### config.mk
export PLATFORM = sky130hd
export DESIGN_NAME = lif_neuron_array
export DESIGN_NICKNAME = d
export VERILOG_FILES = /design/src/rtl/lif_neuron_array.sv
export SDC_FILE = /design/constraint.sdc
export NUM_CORES = 1
export LEC_CHECK = 0
export ABC_AREA = 1
export CORE_MARGIN = 2
export CORE_UTILIZATION = 40
export CTS_BUF_LIST = sky130_fd_sc_hd__clkbuf_16
export CTS_CLUSTER_SIZE = 14
export DETAILED_ROUTE_END_ITERATION = 16
export HOLD_SLACK_MARGIN = 0.03
export PLACE_DENSITY_LB_ADDON = 0.15
export SLEW_MARGIN = 20
export SYNTH_ARGS = -nofsm -noshare
export SYNTH_HDL_FRONTEND = slang
export SYNTH_SLANG_ARGS = --single-unit
### constraint.sdc
create_clock -name clk -period 4.7 [get_ports clk]
set_clock_uncertainty 0.2 [all_clocks]
set_input_delay 0.94 -clock clk [delete_from_list [all_inputs] [get_ports clk]]
set_output_delay 0.94 -clock clk [all_outputs]
set_load 0.05 [all_outputs]
### src/rtl/lif_neuron_array.sv
// ----------------------------------------------------------------------------
// lif_neuron_array
//
// Array of N_CH leaky integrate-and-fire neurons sharing one programmable
// threshold. Each channel keeps a W-bit membrane potential, a refractory
// counter and a registered spike flag. Every rising edge with step=1 applies
// one leak/integrate/fire update to all channels independently.
//
// Ports
//   clk        in   rising-edge clock
//   rst_n      in   asynchronous active-low reset
//   step       in   integration enable, one update per edge while high
//   current    in   [N_CH*W] per-channel input current, channel i at [i*W +: W]
//   thresh_wr  in   threshold write strobe
//   thresh_in  in   [W] new threshold value
//   spike      out  [N_CH] per-channel one-cycle spike pulse (registered)
//   state      out  [N_CH*W] per-channel membrane potential (registered)
//   thresh     out  [W] current threshold (registered)
//
// Control semantics: step and thresh_wr are single-cycle strobes sampled on
// the rising edge. There is no backpressure; every sampled strobe takes
// effect on that edge. When both are high together, the neuron update uses
// the threshold that was in place before the edge.
// ----------------------------------------------------------------------------
module lif_neuron_array #(
  parameter int N_CH        = 8,
  parameter int W           = 8,
  parameter int LEAK_SHIFT  = 1,
  parameter int THRESH_INIT = 200,
  parameter int REFRAC      = 2
) (
  input  logic              clk,
  input  logic              rst_n,
  input  logic              step,
  input  logic [N_CH*W-1:0] current,
  input  logic              thresh_wr,
  input  logic [W-1:0]      thresh_in,
  output logic [N_CH-1:0]   spike,
  output logic [N_CH*W-1:0] state,
  output logic [W-1:0]      thresh
);

  // Refractory counter must be at least one bit even when REFRAC is 0.
  localparam int RW = (REFRAC > 0) ? $clog2(REFRAC + 1) : 1;
  localparam logic [RW-1:0] REFRAC_LD = RW'(REFRAC);
  localparam logic [RW-1:0] R_ONE     = RW'(1);
  localparam logic [W-1:0]  TH_RST    = W'(THRESH_INIT);

  logic [W-1:0]    v_q   [N_CH];
  logic [W-1:0]    v_d   [N_CH];
  logic [RW-1:0]   r_q   [N_CH];
  logic [RW-1:0]   r_d   [N_CH];
  logic [N_CH-1:0] spike_q;
  logic [N_CH-1:0] spike_d;
  logic [W-1:0]    th_q;
  logic [W-1:0]    th_d;

  // Per-channel integration intermediates.
  logic [W:0]      sum_raw [N_CH];
  logic [W-1:0]    sum_sat [N_CH];

  always_comb begin
    th_d    = thresh_wr ? thresh_in : th_q;
    spike_d = '0;
    for (int i = 0; i < N_CH; i++) begin
      // The leak term never exceeds v, so the subtraction stays in W bits;
      // only the addition of the current needs the extra carry bit.
      sum_raw[i] = {1'b0, v_q[i] - (v_q[i] >> LEAK_SHIFT)}
                 + {1'b0, current[i*W +: W]};
      sum_sat[i] = sum_raw[i][W] ? {W{1'b1}} : sum_raw[i][W-1:0];

      v_d[i] = v_q[i];
      r_d[i] = r_q[i];

      if (step) begin
        if (r_q[i] != '0) begin
          // Refractory: potential clamped to zero, current ignored.
          v_d[i] = '0;
          r_d[i] = r_q[i] - R_ONE;
        end else if (sum_sat[i] >= th_q) begin
          // Fire against the threshold held before this edge.
          spike_d[i] = 1'b1;
          v_d[i]     = '0;
          r_d[i]     = REFRAC_LD;
        end else begin
          v_d[i] = sum_sat[i];
        end
      end
    end
  end

  always_ff @(posedge clk or negedge rst_n) begin
    if (!rst_n) begin
      for (int i = 0; i < N_CH; i++) begin
        v_q[i] <= '0;
        r_q[i] <= '0;
      end
      spike_q <= '0;
      th_q    <= TH_RST;
    end else begin
      for (int i = 0; i < N_CH; i++) begin
        v_q[i] <= v_d[i];
        r_q[i] <= r_d[i];
      end
      spike_q <= spike_d;
      th_q    <= th_d;
    end
  end

  for (genvar g = 0; g < N_CH; g++) begin : g_state
    assign state[g*W +: W] = v_q[g];
  end

  assign spike  = spike_q;
  assign thresh = th_q;

endmodule

==> results of run 1 <==
-- Yosys cell counts, drive strengths merged --
master    n  area [sq um]
a211oi    4          30.0
a21boi    4          30.0
a21oi    80           400
a22oi     2          15.0
a31oi     4          25.0
buf       4          22.5
clkbuf    7          26.3
clkinv    1          3.75
dfrtp    93          2330
dfstp     3          78.8
fa       16           320
ha      200          2500
inv     363          1360
mux2      1          11.3
nand2   540          2030
nand3   133           666
nand3b    6          45.0
nand4    23           144
nor2     69           279
o211ai    1          7.51
o21a      8          60.1
o21ai    38           194
o21bai   10          75.1
o22ai    21           131
or2      13          81.3
xnor2    13           114
xor2     23           201
-- flip-flops by register name (all words and copies together), names as in the netlist --
| register | count |
|---|---|
| r_q | 16 |
| spike | 8 |
| state | 64 |
| thresh | 8 |
-- cell families after synthesis --
group / count (synthesis) / synth area share (%)
simple gates: 784 / 29.0
fa+ha+maj: 216 / 25.2
flops: 96 / 21.5
compound gates: 172 / 8.66
buf+inv: 375 / 12.7
mux: 1 / 0.101
xor+xnor: 36 / 2.82
-- tightest hold or removal path, stage by stage (launching register included) --
cell and delay [ps]:
sky130_fd_sc_hd__dfrtp_1 350, sky130_fd_sc_hd__nand2_1 50, sky130_fd_sc_hd__nand2_1 40
-- metrics by stage --
| step | utilization, % | std cells | instance area (sq um) |
|---|---|---|---|
| after CTS | 48.8 | 2222 | 13500 |
| after global routing | 48.8 | 2224 | 13500 |
| final | 48.8 | 2224 | 13500 |
| after detailed placement | 47.7 | 2206 | 13200 |
| after floorplan | - | 1680 | 11200 |
| after global placement | 47.7 | 2206 | 13200 |
-- layout by cell type (no fill, tap or decap), types with 3 or more instances in the layout --
| cell | synthesis | layout |
|---|---|---|
| sky130_fd_sc_hd__nand3_2 | 0 | 3 |
| sky130_fd_sc_hd__nand3b_1 | 6 | 6 |
| sky130_fd_sc_hd__dfrtp_1 | 93 | 93 |
| sky130_fd_sc_hd__nand4_1 | 23 | 23 |
| sky130_fd_sc_hd__o21a_1 | 8 | 8 |
| sky130_fd_sc_hd__nand2_1 | 540 | 540 |
| sky130_fd_sc_hd__xnor2_1 | 13 | 13 |
| sky130_fd_sc_hd__o21ai_1 | 3 | 4 |
| sky130_fd_sc_hd__o22ai_1 | 21 | 21 |
| sky130_fd_sc_hd__a211oi_1 | 4 | 4 |
| sky130_fd_sc_hd__nor2_1 | 65 | 65 |
| sky130_fd_sc_hd__nand3_1 | 133 | 130 |
| sky130_fd_sc_hd__or2_2 | 11 | 11 |
| sky130_fd_sc_hd__o21ai_0 | 34 | 33 |
| sky130_fd_sc_hd__xor2_1 | 23 | 23 |
| sky130_fd_sc_hd__fa_1 | 16 | 16 |
| sky130_fd_sc_hd__dfstp_2 | 3 | 3 |
| sky130_fd_sc_hd__clkbuf_16 | 0 | 9 |
| sky130_fd_sc_hd__inv_1 | 361 | 361 |
| sky130_fd_sc_hd__o21bai_1 | 10 | 10 |
| sky130_fd_sc_hd__a21oi_1 | 80 | 80 |
| sky130_fd_sc_hd__buf_4 | 1 | 5 |
| sky130_fd_sc_hd__ha_1 | 200 | 200 |
| sky130_fd_sc_hd__a21boi_0 | 4 | 4 |
| sky130_fd_sc_hd__clkdlybuf4s50_1 | 0 | 153 |
| sky130_fd_sc_hd__a31oi_1 | 4 | 4 |
-- layer usage --
layer	vias to the layer above	GRT usage, %	routed length, um
li1	5620	-	-
met1	4755	27.0	14300
met2	168	32.6	12400
met3	32	2.42	898
met4	0	5.56	590
met5	-	0	0
-- area by class of cell --
type	count	area [sq um]
Multi-Input combinational cell	1209	7370
Inverter	364	1370
Clock inverter	7	71.3
Tap cell	378	473
Sequential cell	96	2410
Antenna cell	2	5.00
Timing Repair Buffer	159	1570
Fill cell	2853	14100
Clock buffer	9	225
-- worst paths after layout --
path	start	end	slack [ps]	cells after the start
max	state[33]$_DFFE_PN0P_	state[37]$_DFFE_PN0P_	420	23
min	r_q[14]$_DFFE_PN0P_	r_q[14]$_DFFE_PN0P_	280	2
max reg2reg	state[33]$_DFFE_PN0P_	state[37]$_DFFE_PN0P_	420	23
min reg2reg	r_q[14]$_DFFE_PN0P_	r_q[14]$_DFFE_PN0P_	280	2
max in group asynchronous	rst_n	thresh[7]$_DFFE_PN1P_	3040	2
min in group asynchronous	rst_n	state[28]$_DFFE_PN0P_	350	1
==> run summary, run 1 <==
The count of buffering cells on the critical path with inverters included is 3. Setup slack on the critical path of the routed design comes to 422 ps. The die outline area came out at 29300 sq um.

The hold buffer count at CTS is 0. The overall via count from detail_route is 10.6k. The count of nets after finishing is 2131. The post-synthesis cell count came out at 1680. Synthesis produced a netlist with a net count of 1972.

The pre-antenna-repair detailed-routing pass consisted of 7 iterations. The total CTS buffers is 9. The x dimension of the die came out at 171 um. Along the worst path, the maximum fanout reaches 6. The synthesized cell area is 11200 sq um.

The worst-case headroom to the max-slew limit came out at 33.8%. The clock-pin slew on the worst setup and hold paths is 70 ps. The run finished with clean final reports. The number of flip-flops and latches in the synthesized netlist is 96. The total core area came out at 27600 sq um. The period utilization came out at 91.0%. The count of buffers from port buffering came out at 155. The cell that appears most often on the critical path is sky130_fd_sc_hd__nand2_1.

After the first detailed-routing iteration, the DRC count stood at 398. The average cell area after synthesis is 6.66 sq um. The final hold violation count is 0. The via count of the first global-routing pass is 10.0k. The setup TNS after final layout came out at 0 ps. The worst hold margin is 275 ps.

The number of max-slew violations in the final report came to 0. Measured along the y axis, the die boundary spans 171 um. STA classifies the critical path endpoint as a flop.

The critical path data arrival time is 4370 ps. The number of core rows is 61. The area added between synthesis and finish is 20.7%. The top-level port count came out at 156. The clock sink count is 96. The clock passes through at most 2 buffers. The post-detailed-route wirelength per cell came out at 12.6 um. The worst setup path is of the flop to flop kind.

The share of layout cells above drive strength 1 is 2.49%. Setup repair after global routing left no endpoint under its margin. The final number of setup-violating endpoints came out at 0.

The critical path goes through ha_1, fa_1, nand3b_1, nand2_1, nand2_1, a21boi_0, nor2_1, nand2_1, nand2_1, ha_1, nand2_1, inv_1, a21oi_1, nand2_1, inv_1, nand3_1, ha_1, a21oi_1, o21a_1, nand3_1, inv_1, nand2_1, nand2_1. The cell sitting at the root of the clock tree is a sky130_fd_sc_hd__clkbuf_16. The setup slack after placement is 405 ps. Synthesis instantiated 34 different standard cells from the library. For this run, design rule violations remaining after detail routing come to 0.

The remaining global-route overflow is 0. The category of the worst setup path launch point is a flop. The overall fraction of global-route tracks in use came out at 19.7%. Across the run, the number of max-cap violations was 0. The category of cells accounting for the largest share of critical-path delay is adder cells. Summed over all nets, the half-perimeter wirelength after detailed placement is 22.1 mm. The critical path data required time is 4790 ps. The standard cell with the maximum stage delay on the critical path is sky130_fd_sc_hd__dfrtp_1.

The clock latency on the worst-skew pair is 360 ps. The largest net degree at the start of global routing came out at 45. The number of antenna violations at the first check in global routing was 2. For the pin with the worst max-slew slack, the measured transition is 993 ps. The worst min-delay path category is flop to flop.

The final wirelength is 28.1 mm. The post-detailed-route via-to-cell ratio is 4.75. The setup fix buffers added after clock tree synthesis is 0.

The first global-routing pass estimated 46.9 mm of wire. The number of warning messages in the yosys log came out at 0. The routability congestion estimate from global placement came out at 0.869. Of the synthesized area, sequential elements account for 21.5%. The CTS tree is done. The H-tree generated during clock tree synthesis spans 3 levels. For this run, the top clock speed supported by timing is 234 MHz. The maximum single-stage delay on the critical path is 410 ps. The final period demand of the worst path came out at 4280 ps.

The starting utilization of the core area is 40.5%. The count of nets left with antenna violations once routing finished came out at 0. The number of gates resized after CTS was 0.
Power of run 1 is left out: the tool's default activity adds up to more than one toggle a clock period on the data nets, which glitch-free logic cannot reach.
==> inputs of run 2 (changes only) <==
- CORE_ASPECT_RATIO: default -> 0.6
- SLEW_MARGIN: 20 -> 5
==> run 2 against run 1 <==
Core utilization up 0.26 points. Register-to-register slack about the same. Global-route usage increased by 1.3 points. Maximum frequency hardly changed. Via count fell by 0.44%. Die area up 0.15%. Cell area up 0.15%. Routed wire length up 5.6%.
==> run summary, run 2 (synthesized netlist as in run 1, its figures left out) <==
The critical path data arrival time is 4380 ps. The die covers 29300 sq um. In the final layout, the share of cells above drive strength 1 is 2.39%.

The final-layout fill cell count is 2789. The floorplan has 47 rows. The setup fix buffers added after clock tree synthesis is 0. The final number of setup-violating endpoints came out at 0. The total CTS buffers is 9.

The cell count after placement came out at 2195. The number of max-slew violations in the final report is 0. The run finished with clean final reports. The number of flip-flops in the largest register is 64. Measured along the y axis, the die boundary spans 134 um. The final standard cell count with taps included and fillers excluded came out at 2211. The remaining routing DRC violations came out at 0. The area added between synthesis and finish came out at 20.9%.

In this run the tightest slew margin relative to its limit is 42.7%. The total area inside the core boundary comes to 27500 sq um. The final period demand of the worst path is 4280 ps. The worst min-delay path category is flop to flop. The largest net degree at the start of global routing came out at 44. In the final routed layout, each cell accounts on average for 13.4 um. After detailed routing, the total wire length is 29.7 mm. Summing all multi-input logic gate instances after layout gives 7370 sq um. The remaining antenna violation count after routing came out at 0. The count of nets after finishing came out at 2131.

The remaining global-route overflow came out at 0. The HPWL reported at the end of detailed placement came out at 23.4 mm. Dividing the detail-routed via count by the number of cells gives 4.76.

The CTS tree is done. At the end of routability-driven placement, the weighted congestion stood at 0.875. The critical path data required time came out at 4800 ps. The antenna diode count is 0. The overall via count from detail_route is 10.5k. Along the worst path, the maximum fanout reaches 6. The number of violations reported at the end of detailed-routing iteration 0 came out at 613. Static timing analysis puts the maximum clock frequency at 234 MHz. The maximum count of clock buffers along a single path came out at 2. The count of TritonRoute iterations in the first routing pass came out at 5. The worst setup path is of the flop to flop kind. Post-CTS repair changed the size of 0 cells. STA classifies the critical path endpoint as a flop.

The count of maximum capacitance violations came out at 0. STA classifies the critical path startpoint as a flop. The period utilization is 91.0%. The count of buffers from port buffering came out at 155. Leaving out fill and tap cells, the most frequent cell in the layout is sky130_fd_sc_hd__nand2_1. The number of antenna violations at the first check in global routing came out at 0. The global-route wire length before repair is 49.4 mm. The setup TNS after final layout came out at 0 ps.

Measured along the x axis, the die boundary spans 220 um. The clock-pin slew on the worst setup and hold paths came out at 70 ps. The via count of the first global-routing pass came out at 10.0k. In the layout the commonest cells are 540 x sky130_fd_sc_hd__nand2_1, 361 x sky130_fd_sc_hd__inv_1, 200 x sky130_fd_sc_hd__ha_1, 153 x sky130_fd_sc_hd__clkdlybuf4s50_1, 131 x sky130_fd_sc_hd__nand3_1. The tree built by TritonCTS fans out to 96 sinks. In this run the clock root is driven by a sky130_fd_sc_hd__clkbuf_16. 156 I/O pins were placed.

The starting utilization of the core area came out at 40.6%. The overall fraction of global-route tracks in use came out at 20.9%. The clock latency on the worst-skew pair came out at 360 ps. The worst-margin pin slew is 860 ps. The flip-flop and latch area is 2410 sq um. Setup repair after global routing left no endpoint under its margin. The H-tree depth is 3. The final hold violation count came out at 0. The hold buffer count at CTS is 0.
-- run 2: cell types whose count changed in the layout (fill, tap and decap cells not counted), moves of 2 or more --
cell / before / now
sky130_fd_sc_hd__a21boi_0: 4 / 2
sky130_fd_sc_hd__a21boi_1: 0 / 2
sky130_fd_sc_hd__bufinv_16: 1 / 3
sky130_fd_sc_hd__clkinvlp_4: 2 / 0
sky130_fd_sc_hd__diode_2: 2 / 0
-- run 2: layout make-up --
class / instances / share of cell area, %
inverters: 364 / 10.1
clock buffers: 9 / 1.67
well taps: 367 / 3.40
repair buffers: 159 / 11.6
multi-input cells: 1209 / 54.5
flip-flops and latches: 96 / 17.8
clock inverters: 7 / 0.852
-- run 2: worst max-delay path: stages (launching register included) --
cell and delay [ps]:
sky130_fd_sc_hd__dfrtp_1 420, sky130_fd_sc_hd__ha_1 220, sky130_fd_sc_hd__fa_1 400, sky130_fd_sc_hd__nand3b_1 180, sky130_fd_sc_hd__nand2_1 80, sky130_fd_sc_hd__nand2_1 70
sky130_fd_sc_hd__a21boi_0 240, sky130_fd_sc_hd__nor2_1 60, sky130_fd_sc_hd__nand2_1 60, sky130_fd_sc_hd__nand2_1 70, sky130_fd_sc_hd__ha_1 340, sky130_fd_sc_hd__nand2_1 100
sky130_fd_sc_hd__inv_1 40, sky130_fd_sc_hd__a21oi_1 140, sky130_fd_sc_hd__nand2_1 160, sky130_fd_sc_hd__inv_1 130, sky130_fd_sc_hd__nand3_1 140, sky130_fd_sc_hd__ha_1 320
sky130_fd_sc_hd__a21oi_1 180, sky130_fd_sc_hd__o21a_1 170, sky130_fd_sc_hd__nand3_1 210, sky130_fd_sc_hd__inv_1 160, sky130_fd_sc_hd__nand2_1 70, sky130_fd_sc_hd__nand2_1 60
-- run 2: routing by layer --
metal | global-route usage (%) | share of wire, % | up-vias
met1 | 31.5 | 53 | 4684
li1 | - | - | 5626
met3 | 2.95 | 4.4 | 17
met4 | 3.50 | 0.92 | 0
met2 | 32.1 | 41 | 201
met5 | 0 | 0 | -
-- run 2: worst paths after layout --
path	start	end	slack (ps)	cells after the start
max	state[17]$_DFFE_PN0P_	state[22]$_DFFE_PN0P_	420	23
min	r_q[10]$_DFFE_PN0P_	r_q[10]$_DFFE_PN0P_	280	2
max reg2reg	state[17]$_DFFE_PN0P_	state[22]$_DFFE_PN0P_	420	23
min reg2reg	r_q[10]$_DFFE_PN0P_	r_q[10]$_DFFE_PN0P_	280	2
max in group asynchronous	rst_n	thresh[6]$_DFFE_PN1P_	3030	2
min in group asynchronous	rst_n	state[5]$_DFFE_PN0P_	380	1
-- run 2: through the flow --
stage               hold slack, ps  setup WS (ps)  utilization [%]  area, sq um
finish                         278            425             49.1        13500
floorplan                      242            652                -        11200
global placement               258            459             47.8        13200
detailed placement             263            440             47.8        13200
global route                   304           18.0             49.1        13500
CTS                            281            404             49.1        13500
Power of run 2 is left out for the same reason.
